`src/rtl/matrix_cursor.sv`:
```
`default_nettype none
// ============================================================================
// Module      : matrix_cursor
// Description : Cursor controller for an N x N LED matrix. Direction keys
//               move a one-hot cursor (row/column). Holding a key produces
//               one immediate step, a step after REPEAT_DLY cycles, and then
//               a step every REPEAT_RATE cycles. A row-scan generator drives
//               the matrix, lighting the cursor column on the cursor row.
// Ports       : clk        - sole clock, rising edge
//               reset      - synchronous, active-low reset
//               unable     - 1 = movement frozen (scan keeps running)
//               keycode    - 1 left, 2 right, 8 up, 9 down, else no direction
//               key_valid  - 1 = a key is pressed and keycode is meaningful
//               ver        - one-hot cursor row
//               hor        - one-hot cursor column
//               row        - one-hot scan row select
//               red        - registered column drive for the scanned row
// Revision    : 1.0 - initial release
// ============================================================================
module matrix_cursor #(
    parameter int N           = 8,
    parameter int WRAP        = 0,
    parameter int REPEAT_DLY  = 50000,
    parameter int REPEAT_RATE = 10000,
    parameter int SCAN_DIV    = 1000
) (
    input  logic         clk,
    input  logic         reset,
    input  logic         unable,
    input  logic [3:0]   keycode,
    input  logic         key_valid,
    output logic [N-1:0] ver,
    output logic [N-1:0] hor,
    output logic [N-1:0] row,
    output logic [N-1:0] red
);

    // ------------------------------------------------------------------------
    // Widths and constants
    // ------------------------------------------------------------------------
    localparam int c_RW   = (N > 1) ? $clog2(N) : 1;
    localparam int c_CMAX = (REPEAT_DLY > REPEAT_RATE) ? REPEAT_DLY : REPEAT_RATE;
    localparam int c_CW   = $clog2(c_CMAX + 1);
    localparam int c_SW   = $clog2(SCAN_DIV + 1);

    localparam logic [c_RW-1:0] c_LAST      = c_RW'(N - 1);
    localparam logic [c_CW-1:0] c_DLY_LAST  = c_CW'(REPEAT_DLY - 1);
    localparam logic [c_CW-1:0] c_RATE_LAST = c_CW'(REPEAT_RATE - 1);
    localparam logic [c_SW-1:0] c_SCAN_LAST = c_SW'(SCAN_DIV - 1);
    localparam logic [N-1:0]    c_ONE       = N'(1);

    localparam logic [3:0] c_KEY_LEFT  = 4'd1;
    localparam logic [3:0] c_KEY_RIGHT = 4'd2;
    localparam logic [3:0] c_KEY_UP    = 4'd8;
    localparam logic [3:0] c_KEY_DOWN  = 4'd9;

    typedef enum logic [1:0] {
        ST_IDLE   = 2'd0,
        ST_DELAY  = 2'd1,
        ST_REPEAT = 2'd2
    } state_t;

    // ------------------------------------------------------------------------
    // Registers and wires
    // ------------------------------------------------------------------------
    state_t          r_state, w_state_nxt;
    logic [c_CW-1:0] r_cnt, w_cnt_nxt;
    logic [3:0]      r_code, w_code_nxt;
    logic            w_step;
    logic [c_RW-1:0] r_r, r_c, w_r_nxt, w_c_nxt;
    logic [c_SW-1:0] r_scan_cnt;
    logic [N-1:0]    r_row;
    logic [N-1:0]    r_red;
    logic            w_dir;

    // ------------------------------------------------------------------------
    // Index step helpers: saturate or wrap at the matrix edges
    // ------------------------------------------------------------------------
    function automatic logic [c_RW-1:0] f_dec(input logic [c_RW-1:0] v);
        if (v == '0)
            return (WRAP != 0) ? c_LAST : '0;
        else
            return v - 1'b1;
    endfunction

    function automatic logic [c_RW-1:0] f_inc(input logic [c_RW-1:0] v);
        if (v == c_LAST)
            return (WRAP != 0) ? '0 : c_LAST;
        else
            return v + 1'b1;
    endfunction

    // A key only counts when it is pressed and carries a direction code
    assign w_dir = key_valid && ((keycode == c_KEY_LEFT) || (keycode == c_KEY_RIGHT) ||
                                 (keycode == c_KEY_UP)   || (keycode == c_KEY_DOWN));

    // ------------------------------------------------------------------------
    // Press FSM: state register
    // ------------------------------------------------------------------------
    always_ff @(posedge clk) begin
        if (!reset) begin
            r_state <= ST_IDLE;
            r_cnt   <= '0;
            r_code  <= '0;
        end else begin
            r_state <= w_state_nxt;
            r_cnt   <= w_cnt_nxt;
            r_code  <= w_code_nxt;
        end
    end

    // ------------------------------------------------------------------------
    // Press FSM: next state and step request
    // ------------------------------------------------------------------------
    always_comb begin
        w_state_nxt = r_state;
        w_cnt_nxt   = r_cnt;
        w_code_nxt  = r_code;
        w_step      = 1'b0;

        if (unable) begin
            // Frozen: drop back to IDLE so a still-held key restarts as a new press
            w_state_nxt = ST_IDLE;
            w_cnt_nxt   = '0;
        end else begin
            case (r_state)
                ST_IDLE: begin
                    if (w_dir) begin
                        w_step      = 1'b1;
                        w_code_nxt  = keycode;
                        w_cnt_nxt   = '0;
                        w_state_nxt = ST_DELAY;
                    end
                end
                ST_DELAY, ST_REPEAT: begin
                    if (!w_dir) begin
                        w_state_nxt = ST_IDLE;
                        w_cnt_nxt   = '0;
                    end else if (keycode != r_code) begin
                        // Direction changed while held: restart as a fresh press
                        w_step      = 1'b1;
                        w_code_nxt  = keycode;
                        w_cnt_nxt   = '0;
                        w_state_nxt = ST_DELAY;
                    end else if (r_cnt == ((r_state == ST_DELAY) ? c_DLY_LAST : c_RATE_LAST)) begin
                        w_step      = 1'b1;
                        w_cnt_nxt   = '0;
                        w_state_nxt = ST_REPEAT;
                    end else begin
                        w_cnt_nxt = r_cnt + 1'b1;
                    end
                end
                default: begin
                    w_state_nxt = ST_IDLE;
                    w_cnt_nxt   = '0;
                end
            endcase
        end
    end

    // ------------------------------------------------------------------------
    // Cursor position. A step always moves in the currently held direction,
    // which equals the latched code whenever a repeat fires.
    // ------------------------------------------------------------------------
    always_comb begin
        w_r_nxt = r_r;
        w_c_nxt = r_c;
        if (w_step) begin
            case (keycode)
                c_KEY_LEFT:  w_c_nxt = f_dec(r_c);
                c_KEY_RIGHT: w_c_nxt = f_inc(r_c);
                c_KEY_UP:    w_r_nxt = f_dec(r_r);
                c_KEY_DOWN:  w_r_nxt = f_inc(r_r);
                default:     ;
            endcase
        end
    end

    always_ff @(posedge clk) begin
        if (!reset) begin
            r_r <= '0;
            r_c <= '0;
        end else begin
            r_r <= w_r_nxt;
            r_c <= w_c_nxt;
        end
    end

    assign ver = c_ONE << r_r;
    assign hor = c_ONE << r_c;

    // ------------------------------------------------------------------------
    // Row scan and column drive
    // ------------------------------------------------------------------------
    always_ff @(posedge clk) begin
        if (!reset) begin
            r_scan_cnt <= '0;
            r_row      <= c_ONE;
            r_red      <= '0;
        end else begin
            if (r_scan_cnt == c_SCAN_LAST) begin
                r_scan_cnt <= '0;
                r_row      <= {r_row[N-2:0], r_row[N-1]};
            end else begin
                r_scan_cnt <= r_scan_cnt + 1'b1;
            end
            // Sampled from the current row/cursor, so red trails them by one cycle
            r_red <= (r_row == ver) ? hor : '0;
        end
    end

    assign row = r_row;
    assign red = r_red;

endmodule
`default_nettype wire
```
`config.mk`:
```
export PLATFORM = sky130hd
export DESIGN_NAME = matrix_cursor
export DESIGN_NICKNAME = d
export VERILOG_FILES = /design/src/rtl/matrix_cursor.sv
export SDC_FILE = /design/constraint.sdc
export NUM_CORES = 1
export LEC_CHECK = 0
export BUFFER_PORTS_ARGS = -buffer_cell sky130_fd_sc_hd__buf_4
export CAP_MARGIN = 20
export CORE_UTILIZATION = 60
export CTS_BUF_LIST = sky130_fd_sc_hd__clkbuf_2
export CTS_CLUSTER_SIZE = 12
export DETAILED_ROUTE_END_ITERATION = 8
export GPL_TIMING_DRIVEN = 0
export PLACE_DENSITY = 0.81
export SYNTH_ARGS = -nofsm -noshare
export SYNTH_HDL_FRONTEND = slang
export SYNTH_SLANG_ARGS = --single-unit
```
`constraint.sdc`:
```
create_clock -name clk -period 2.5 [get_ports clk]
set_input_delay 0.125 -clock clk [delete_from_list [all_inputs] [get_ports clk]]
set_output_delay 0.125 -clock clk [all_outputs]
set_load 0.03 [all_outputs]
```
# Yosys cells after proc, flatten, opt, wreduce, memory -nomap -nowiden
# Index checks and enable logic that the tools add are counted.
# word_totals
input_bits	8
register_bits	54
output_inout_bits	32
# op_classes
addsub	6
eq_ne	16
reduce_logical	18
bitwise_logic	2
shifts	2
n_mux	27
# ops
op	n
2-to-1 mux 16 bit	5
case mux 16 bit (2 select lines)	1
adder 16 x 1 -> 16 bit, second input constant	1
equality test 16 bit	1
left shift 1 x 3 -> 8 bit, first input constant	2
2-to-1 mux 3 bit	4
2-to-1 mux 4 bit	3
case mux 3 bit (2 select lines)	2
adder 10 x 1 -> 10 bit, second input constant	1
equality test 10 bit, second input constant	1
equality test 4 bit, second input constant	2
equality test 8 bit	1
2-to-1 mux 2 bit	4
case mux 4 bit (2 select lines)	1
AND reduction 2 bit	4
adder 3 x 1 -> 3 bit, second input constant	2
equality test 3 bit, second input constant	2
zero test 3 bit	2
!= test 2 bit, second input constant	3
nonzero test 2 bit	3
OR reduction 2 bit	3
subtractor 3 x 1 -> 3 bit, second input constant	2
2-to-1 mux 1 bit	5
AND reduction 5 bit	1
other kinds (12)	15

# Depth between registers and ports, before layout
# depth
word_depth	9
depth_mapped	8
mapped_depth_nobuf	8

# Worst setup path after synthesis
# Ideal clock, no wire load.
# synth_path
path_kind	register to register
from	reg r_state[0]
to	reg r_r[2]
n_path_buf	1
t_arrival_ps	1970
setup_slack_ps	411
path_stages_with_launch	8
cell_sequence	dfxtp_1 -> inv_1 -> ha_1 -> nor2_1 -> or4_1 -> buf_2 -> or4_1 -> o221a_1
# synth_via
elab_chain_cells	9
# synth_lines
element	line_no	text
from (decl)	66	state_t r_state, w_state_nxt;
from (signal assigned)	106	r_state <= w_state_nxt;
equality test 2 x 1 -> 1 bit	126, 145	
2-to-1 mux 16 bit	145	end else if (r_cnt == ((r_state == ST_DELAY) ? c_DLY_LAST : c_RATE_LAST)) begin
equality test 16 bit	145	
2-to-1 mux 1 bit	145	
2-to-1 mux 1 bit	139	end else if (keycode != r_code) begin
2-to-1 mux 1 bit	136	if (!w_dir) begin
case mux 1 bit (2 select lines) *	126	case (r_state)
2-to-1 mux 1 bit *	121	if (unable) begin
AND reduction 2 bit (no source line) *	--	
to (signal assigned)	184	r_r <= w_r_nxt;
to (decl)	70	logic [c_RW-1:0] r_r, r_c, w_r_nxt, w_c_nxt;
# Mark *: on every way between the ends. The rest lies on a longest branch, timed or not.
# A chain may end at the register's enable or synchronous reset.

# Worst setup path after layout
# layout_path
from	reg r_state[0]
to	reg r_r[0]
# The elaborated chain is that of the path after synthesis.

==> out/qor.csv <==
stage,metric,value,unit
timing,setup_violations,0,
worst_setup_path,cp_cell_sequence,ha_1 > mux2_2 > a211oi_1 > nor3_1 > a41o_1,
global_routing,grt_usage,0.250,
power,power.density,400,nW/um^2
route,vias_per_cell,5.49,
finish,nets,422,
worst_setup_path,crit_required,2.91,ns
floorplan,die_w,73.2,um
floorplan,ios,40,
logic_synthesis,yosysWarnings,0,
placement,dpl.hpwl,4.46,mm
floorplan,core_region_area,4820,sq um
logic_synthesis,synthCells,347,
global_routing,antenna_found_initial,0,
job,max-cap-violations,0,
power,fin_total_pwr,1.40,mW
clock_network,clk_pin_slew,0.29,ns
clock_network,cts_sinks,54,
logic_synthesis,syn_avg_cell_area,8.77,sq um
timing,finalMaxSlewViolations,0,
route,drt-total-wl,6.17,mm
worst_setup_path,slowest_stage,a211oi_1,
worst_setup_path,start_kind,flop,
worst_setup_path,cpPeakStageDelay,0.75,ns
global_routing,grt_pass1_vias,2406,
route,vias,2544,
route,avgRoutedWirePerCell,13.3,um
timing,fin_ws,0.133,ns
logic_synthesis,yosys.area_share.simple,0.274,
logic_synthesis,synth_top_area_frac,0.355,
finish,final_layout_size_suffix_gt1_frac,0.154,
logic_synthesis,synth-seq-area-share,0.355,
timing,maxSlewHeadroom,0.391,
logic_synthesis,synth_top_family_by_area,simple AND/OR/NAND/NOR gates,
worst_setup_path,endpoint_kind,flop,
timing,worst_pin_slew,0.908,ns
floorplan,initial_utilization,0.632,
route,ant_nets,0,
timing,max_freq,422,MHz
logic_synthesis,synth_ff_type,dfxtp_1,
clock_network,cts_buffers,5,
placement,globalplace.congestion,0.842,
timing,final.setup.tns,0,ns
min_path,hp-class,input port to flop,
worst_setup_path,worst-path-max-fanout,7,
floorplan,row_count,25,
logic_synthesis,synth_mux_area_frac,0.0464,
placement,pre_cts_ws,0.0531,ns
logic_synthesis,synthAdderAreaFrac,0.0781,
timing,finClkSkew,0.0177,ns
floorplan,fp.dieH,73.2,um
logic_synthesis,synthTopCellsByArea,"dfxtp_1 (36%), ha_1 (7.8%), xnor2_1 (5.5%)",
route,drc,0,
finish,finish.utilization,0.729,
outcome,status,"complete, no violations",
route,drt_pass1_iterations,4,
logic_synthesis,yosysUniqueCellTypes,56,
finish,antennaDiodeCount,0,
global_routing,grt_pass1_wl,10.4,mm
clock_network,insertion_delay,0.48,ns
power,p_leak,1.44,nW
finish,syn_to_final_growth,15.3,%
route,drtIter0Drc,99,
clock_network,htreeDepth,2,
logic_synthesis,synth_top_area_cell,dfxtp_1,
logic_synthesis,synth_nets,374,
logic_synthesis,synth_seq_cells,54,
clock_network,cts_tree,done,
logic_synthesis,synth_edf_count,0,
logic_synthesis,yosys.area_share.xor_xnor,0.0806,
global_routing,grt_max_degree,20,
timing,rsz0062_at_grt,false,
worst_setup_path,cp.arrival,2.77,ns
power,peakVddDrop,275,uV
finish,fill_cells,416,
worst_setup_path,crit_type,flop to flop,
logic_synthesis,synth_compound_area_frac,0.112,
logic_synthesis,syn_area,3040,sq um
timing,hold_ws,0.0146,ns
placement,portBuffers,36,
logic_synthesis,yosys-top-cells-count,"dfxtp_1 (54), nor2_1 (42), nand2_1 (26)",
clock_network,clock_path_buffers,2,
floorplan,dieArea,5360,sq um
timing,period_needed,2.37,ns
timing,fin_crit_sh,0.947,
clock_network,cts_root_buffer,clkbuf_2,
global_routing,grt-ovfl-total,0,
logic_synthesis,async_flop_share,0,
logic_synthesis,yosys.cell_count.top_type,dfxtp_1,
timing,hold_violations,0,
[worst paths after layout]
kind / start / to / slack [ns] / depth (start not counted)
worst min-delay path: keycode[1] / r_code[1]$_SDFFE_PN0P_ / 0.01 / 3
worst max register to register: r_state[0]$_SDFFE_PP0P_ / r_r[0]$_SDFFE_PN0P_ / 0.13 / 5
worst max-delay path: r_state[0]$_SDFFE_PP0P_ / r_r[0]$_SDFFE_PN0P_ / 0.13 / 5
worst min register to register: r_scan_cnt[0]$_SDFF_PP0_ / r_scan_cnt[0]$_SDFF_PP0_ / 0.47 / 1
[metrics by stage]
stage | cell area [sq um] | std cells
3_3_place_gp | 3400 | 450
5_1_grt | 3510 | 463
3_5_place_dp | 3400 | 450
4_1_cts | 3500 | 463
2_1_floorplan | 3040 | 347
6_report | 3510 | 463
[cell families after synthesis]
group	count (synthesis)
and+or+nand+nor	148
DFF	54
AOI/OAI and AO/OA	48
buffers and inverters	36
xor gates and xnor gates	28
adders and majority gates	19
muxes	14
[what timing repair did]
| item | CTS | global route |
|---|---|---|
| resized for setup | 0 | 3 |
| buffers inserted | 0 | 0 |
| endpoints found under the hold margin | 5 | 0 |
| hold buffers | 5 | 0 |
| endpoints found under the setup margin | 0 | 8 |
[power by group]
part	internal, mW	switching [mW]	total (mW)
Clock	0.0834	0.308	0.391
Combinational	0.0550	0.0738	0.129
Sequential	0.875	0.00679	0.882
[worst max-delay path: cells and delay by family (launching register included)]
family | cells | cell delay (ns)
and+or+nand+nor | 1 | 0.21
DFF | 1 | 0.45
adders and majority gates | 1 | 0.22
muxes | 1 | 0.40
AOI/OAI and AO/OA | 2 | 1.03
[per-layer routing]
metal	global-route usage	wire length, um	up-vias
li1	-	-	1302
met1	0.312	2880	1182
met2	0.430	3010	52
met3	0.0456	202	8
met4	0.0871	67	0
met5	0	0	-
[layout by cell type, fill, tap and decap left out, drive strengths merged, types with 3 or more instances in the layout]
cell type / n
nor2b: 20
and4: 4
nand4: 7
clkbuf: 13
a2111oi: 3
xor2: 9
nor3b: 6
buf: 42
nand3: 10
nand2: 26
and2: 6
mux2i: 13
or3: 6
o21ai: 11
or4: 3
dlygate4sd3: 5
dfxtp: 54
ha: 19
and3: 3
a31oi: 6
xnor2: 19
a21oi: 10
inv: 24
nor2: 42
nor4bb: 3
[state kept, by name (all words and copies together) (netlist names)]
signal / count
r_c: 3
r_cnt: 16
r_code: 4
r_r: 3
r_scan_cnt: 10
r_state: 2
red: 8
row: 8
[area by class of cell]
class / count / area, sq um / area share
buffer: 14 / 82.6 / 0.0235
clock buffer: 5 / 25.0 / 0.00713
clock inverter: 3 / 28.8 / 0.00820
inverter: 22 / 82.6 / 0.0235
multi-input combinational: 257 / 1810 / 0.514
sequential: 54 / 1080 / 0.308
tap: 67 / 83.8 / 0.0239
timing repair buffer: 41 / 320 / 0.0913
Note: power is estimated with default switching activity, not from simulation.
